===== config.mk =====
export PLATFORM = sky130hd
export DESIGN_NAME = fetch_stage
export DESIGN_NICKNAME = d
export VERILOG_FILES = /design/src/rtl/fetch_stage.sv
export SDC_FILE = /design/constraint.sdc
export NUM_CORES = 1
export LEC_CHECK = 0
export ABC_AREA = 1
export BUFFER_PORTS_ARGS = -buffer_cell sky130_fd_sc_hd__buf_2
export CELL_PAD_IN_SITES_DETAIL_PLACEMENT = 1
export CELL_PAD_IN_SITES_GLOBAL_PLACEMENT = 1
export CORE_UTILIZATION = 31
export CTS_CLUSTER_DIAMETER = 120
export DETAILED_ROUTE_END_ITERATION = 8
export GPL_TIMING_DRIVEN = 0
export PLACE_DENSITY_LB_ADDON = 0.3
export SETUP_SLACK_MARGIN = 0.5
export SYNTH_ARGS = -nofsm -noshare
export SYNTH_HDL_FRONTEND = slang
export SYNTH_SLANG_ARGS = --single-unit

===== constraint.sdc =====
create_clock -name clk -period 1.1 [get_ports clk]
set_input_delay 0.11 -clock clk [delete_from_list [all_inputs] [get_ports clk]]
set_output_delay 0.11 -clock clk [all_outputs]
set_load 0.02 [all_outputs]

===== src/rtl/fetch_stage.sv =====
// MINI-RISC instruction fetch: drives the PC, reads sync IMEM, and owns IF/ID.
// A one-entry skid register catches the in-flight word when decode stalls.
module fetch_stage #(
    parameter int ADDR_W  = 11,
    parameter int INSTR_W = 16
) (
    input  logic               clk,
    input  logic               rst,
    input  logic [ADDR_W-1:0]  pc_addr,
    output logic               pc_inc,
    output logic               pc_branch_en,
    output logic [ADDR_W-1:0]  pc_branch_addr,
    output logic [ADDR_W-1:0]  imem_addr,
    output logic               imem_rd_en,
    input  logic [INSTR_W-1:0] imem_rdata,
    input  logic               stall,
    input  logic               redirect_en,
    input  logic [ADDR_W-1:0]  redirect_addr,
    output logic               if_id_valid,
    output logic [INSTR_W-1:0] if_id_instr,
    output logic [ADDR_W-1:0]  if_id_pc
);

    logic               issue;

    logic               inflight_valid_q, inflight_valid_d;
    logic [ADDR_W-1:0]  inflight_pc_q, inflight_pc_d;
    logic               skid_valid_q, skid_valid_d;
    logic [INSTR_W-1:0] skid_instr_q, skid_instr_d;
    logic [ADDR_W-1:0]  skid_pc_q, skid_pc_d;
    logic               if_id_valid_q, if_id_valid_d;
    logic [INSTR_W-1:0] if_id_instr_q, if_id_instr_d;
    logic [ADDR_W-1:0]  if_id_pc_q, if_id_pc_d;

    assign issue          = ~rst & ~stall & ~redirect_en;
    assign imem_addr      = pc_addr;
    assign imem_rd_en     = issue;
    assign pc_inc         = issue;
    assign pc_branch_en   = redirect_en & ~rst;
    assign pc_branch_addr = redirect_addr;

    assign if_id_valid = if_id_valid_q;
    assign if_id_instr = if_id_instr_q;
    assign if_id_pc    = if_id_pc_q;

    always_comb begin
        inflight_valid_d = issue;
        inflight_pc_d    = pc_addr;
        skid_valid_d     = skid_valid_q;
        skid_instr_d     = skid_instr_q;
        skid_pc_d        = skid_pc_q;
        if_id_valid_d    = if_id_valid_q;
        if_id_instr_d    = if_id_instr_q;
        if_id_pc_d       = if_id_pc_q;

        if (redirect_en) begin
            if_id_valid_d    = 1'b0;
            inflight_valid_d = 1'b0;
            skid_valid_d     = 1'b0;
        end else if (stall) begin
            // IMEM data is not held, so park it before it disappears
            if (inflight_valid_q) begin
                skid_valid_d = 1'b1;
                skid_instr_d = imem_rdata;
                skid_pc_d    = inflight_pc_q;
            end
        end else if (skid_valid_q) begin
            if_id_valid_d = 1'b1;
            if_id_instr_d = skid_instr_q;
            if_id_pc_d    = skid_pc_q;
            skid_valid_d  = 1'b0;
        end else begin
            if_id_valid_d = inflight_valid_q;
            if (inflight_valid_q) begin
                if_id_instr_d = imem_rdata;
                if_id_pc_d    = inflight_pc_q;
            end
        end
    end

    always_ff @(posedge clk) begin
        if (rst) begin
            inflight_valid_q <= 1'b0;
            inflight_pc_q    <= '0;
            skid_valid_q     <= 1'b0;
            skid_instr_q     <= '0;
            skid_pc_q        <= '0;
            if_id_valid_q    <= 1'b0;
            if_id_instr_q    <= '0;
            if_id_pc_q       <= '0;
        end else begin
            inflight_valid_q <= inflight_valid_d;
            inflight_pc_q    <= inflight_pc_d;
            skid_valid_q     <= skid_valid_d;
            skid_instr_q     <= skid_instr_d;
            skid_pc_q        <= skid_pc_d;
            if_id_valid_q    <= if_id_valid_d;
            if_id_instr_q    <= if_id_instr_d;
            if_id_pc_q       <= if_id_pc_d;
        end
    end

endmodule


Word-level counts from Yosys, hierarchy flattened
Index checks and enable logic that the tools add are counted.
{ "word_totals": {"register_bits": 68, "in_bits": 42, "out_inout_bits": 53} }
{ "op_classes": {"n_mux": 5, "bitwise": 6, "reduce_logical": 5} }
{ "ops": {"columns": ["op", "n"], "rows": [
  ["two-way mux 16 bit", 2],
  ["two-way mux 11 bit", 2],
  ["AND reduction 3 bit", 2],
  ["bitwise AND 1 bit", 3],
  ["NOT 1 bit", 3],
  ["OR reduction 3 bit", 1],
  ["nonzero test 2 bit", 1],
  ["OR reduction 2 bit", 1],
  ["two-way mux 1 bit", 1]
]} }

Longest topological paths before layout
{ "depth": {"ltp_word": 3, "depth_mapped": 8, "ltp_nobuf": 6} }

Worst setup path before layout
No wires, ideal clock.
{ "synth_path": {"path_kind": "reg-to-reg", "startpoint": "register skid_valid_q", "endpoint": "register if_id_instr_q[0], in the netlist if_id_instr[0]", "setup_ps": 113, "t_arrival_ps": 968, "path_slack_ps": 20, "stages_incl_launch_ff": 8, "path_buffers": 2, "synth_period_minus_slack_ps": 1080, "path_cell_list": "dfxtp_1 -> buf_4 -> inv_4 -> nand2_4 -> nand3_4 -> buf_4 -> nor2_1 -> nor2_1"} }
{ "synth_between": {"elab_chain_cells": 2, "elab_cells_between_ends": 3, "classes_between": "mux (1); reduce/logical (2)"} }
{ "synth_lines": {"columns": ["item", "line", "rtl"], "rows": [
  ["start, declared", "28", "logic skid_valid_q, skid_valid_d;"],
  ["start signal, assigned", "94", "skid_valid_q <= skid_valid_d;"],
  ["nonzero test 2 bit (no line)", null, null],
  ["AND reduction 3 bit (no line)", null, null],
  ["end signal, assigned", "98", "if_id_instr_q <= if_id_instr_d;"],
  ["end, declared", "32", "logic [INSTR_W-1:0] if_id_instr_q, if_id_instr_d;"]
]} }
Parallel ways exist; a longest one is shown, timed or not.
A chain may end at the register's enable or synchronous reset.

Worst setup path after layout
{ "layout_path": {"startpoint": "register skid_valid_q", "endpoint": "register if_id_instr_q[14], in the netlist if_id_instr[14]"} }
Same word-level chain as after synthesis.

==> impl_metrics.ini <==
[setup_path]
crit_path_start = skid_valid_q
start_kind = register
crit_fanout = 10
cp-end-kind = register
r2r-end = if_id_instr[14]
worstPathArrival_ns = 1.51
worstPathRequired_ns = 1.37
reg2reg_from = skid_valid_q
reg2reg_slack_ns = -0.14
critPathCapture = if_id_instr[14]
worstSetupPathType = reg -> reg
reg2regPathDepth = 8

[pwr]
combPwrFrac_pct = 15.5
power.share.switching_pct = 27.1
sequentialPowerShare_pct = 49.1
p_switching_uw = 1430
intPower_uw = 3850
p_per_area_nw_per_um2 = 1090
p_clk_share_pct = 35.4
power_leakage_uw = 0.00247
peakVddDrop_mv = 0.532

[clock_tree]
cts_tree = done
clockRootBuffer = clkbuf_8
cts_made_buffers = 9
clkLatencyLatePin_ns = 0.35
cts_max_path_buffers = 2
clock-sinks = 68
ctsHoldBuffers = 6
htreeDepth = 3
path_clk_slew_ns = 0.08

[global_route]
grt_pass1_vias = 3079
antenna_found_initial = 0
grt-ovfl-total = 0
grt_usage_pct = 18.8
grt_pass1_wl_um = 14500
grt_max_degree = 11

[sta]
holdWs_ns = -0.0177
period_minus_slack_ns = 1.24
slew_headroom_pct = 50.3
setup_tns_ns = -2.85
max_freq_ghz = 0.808
final-setup-viol-count = 54
worstMarginPinSlew_ns = 0.746
finalHoldViolations = 5
setup_slack_ns = -0.137
rsz0062_at_grt = yes
slew_viol_final = 0
finClkSkew_ns = 0.0102
min_period_over_period_pct = 112

[floorplan]
rows = 35
start_util_pct = 32.2
die_x_um = 100
core_area_um2 = 9330
fp.dieH_um = 100
ios = 95
dieArea_um2 = 10100

[routing]
via_count = 3140
totalWireLength_um = 9760
firstDrtPassIters = 4
drtIter0Drc = 48
drc = 0
final_antenna_net_count = 0
wl_per_cell_um = 13.6
vias_per_cell = 4.39

[final_layout]
layout-drive-gt1-share_pct = 45.7
layout_commonest_cell = nand2_1
final_cell_mix = nand2_1, nor2_1, buf_2, buf_6, buf_4
n_antenna_cell = 0
fill_cells = 1178
multi_input_area_um2 = 1440
stdcell_count = 716
num-nets-final = 625
regArea_um2 = 1400
area_delta_synth_final_pct = 60.5

[synth]
syn_avg_cell_area_um2 = 6.72
synth_nets = 489
synth_area_um2 = 3000
synth_seq_area_share_pct = 45.3
synth_cell_types = 15
synthCells = 447
ys_seq_elements = 68
ys.warnings.count = 0

[run]
cap_violations = 0

[run_status]
violations = negative hold slack, negative setup slack
status = finished with violations

[place]
place_congestion = 0.757
dp_cells = 659
port_buffers = 83
post-dp-hpwl_um = 5580

[min_path]
hold_class = in -> reg
metrics by stage:
| stage | area (µm²) | total power (µW) | setup slack (ns) | util [%] |
|---|---|---|---|---|
| after floorplan | 3070 | 3010 | 0.0597 | - |
| after global placement | 3650 | 3210 | -0.113 | 39.1 |
| after detailed placement | 3650 | 3230 | -0.133 | 39.1 |
| after CTS | 4560 | 5250 | -0.0746 | 48.9 |
| after global routing | 4820 | 5480 | -0.193 | 51.7 |
| final | 4820 | 5280 | -0.137 | 51.7 |
cell type report:
class,instances,area share (%)
Buffer,43,8.26
Clock buffer,13,3.30
Clock inverter,2,0.208
Inverter,44,4.26
Multi-Input combinational cell,294,29.9
Sequential cell,68,29.1
Tap cell,129,3.35
Timing Repair Buffer,122,21.6
Timing Repair inverter,1,0.104
repair_timing:
| item | 4_1_cts | 5_1_grt |
|---|---|---|
| gates cloned | 5 | 3 |
| pin swaps | 6 | 21 |
| buffers inserted | 24 | 5 |
| setup endpoints to repair | 87 | 93 |
| gates resized for setup | 141 | 58 |
| hold endpoints to repair | 11 | 3 |
per-layer routing:
layer  global-route usage (%)  vias up  wire length [µm]  part of all wire, %
met1                     21.1     1461              4080                   42
met2                     34.8       79              5050                   52
met4                     8.36        0               296                  3.0
li1                         -     1577                 -                    -
met3                     3.27       23               333                  3.4
met5                        0        -                 0                    0
worst min-delay path by stage:
stage	cells past startpoint	slack (ns)	endpoint	startpoint
floorplan	1	0.17	inflight_valid_q	stall
global placement	3	0.34	inflight_pc_q[1]	pc_addr[1]
detailed placement	3	0.34	inflight_pc_q[1]	pc_addr[1]
CTS	3	-0.02	inflight_pc_q[3]	pc_addr[3]
global route	3	-0.008	inflight_pc_q[4]	pc_addr[4]
finish	3	-0.02	inflight_pc_q[0]	pc_addr[0]
cells by family after synthesis:
group | count (synthesis) | share of synthesized area (%)
flip-flops | 68 | 45.3
AO/OA/AOI/OAI | 28 | 4.67
AND/OR/NAND/NOR | 264 | 34.3
buffers and inverters | 87 | 15.7
registers in the layout, summed over array words and instances (netlist names):
signal	flops
skid_pc_q	11
inflight_pc_q	11
inflight_valid_q	1
skid_instr_q	16
if_id_instr	16
if_id_valid	1
if_id_pc	11
skid_valid_q	1
power groups by stage:
stage	sequential, µW	clock (µW)	combinational (µW)
floorplan	2650	0	363
global placement	2620	0	586
detailed placement	2630	0	599
CTS	2580	1910	756
global route	2600	2000	891
finish	2590	1870	818
worst max-delay path: stages, from the launching register on:
cell and delay, ns:
dfxtp_2 0.34, buf_8 0.13, inv_8 0.05, nand2_8 0.06
nand3_4 0.12, buf_6 0.19, nand2_1 0.07, nand2_1 0.06
nor2_1 0.13
cell usage after synthesis:
| cell | instances | area [µm²] |
|---|---|---|
| nand2_1 | 138 | 518 |
| nor2_1 | 122 | 458 |
| nand2_4 | 1 | 11.3 |
| dfxtp_1 | 68 | 1360 |
| nor3b_1 | 1 | 7.51 |
| inv_4 | 1 | 6.26 |
| clkinv_1 | 2 | 7.51 |
| buf_2 | 6 | 30.0 |
| buf_6 | 5 | 56.3 |
| o21ai_0 | 27 | 135 |
| nand3_4 | 2 | 35.0 |
| a21oi_1 | 1 | 5.00 |
| inv_1 | 41 | 154 |
| buf_4 | 26 | 195 |
| clkbuf_1 | 6 | 22.5 |
Note: power is estimated with default switching activity, not from simulation.
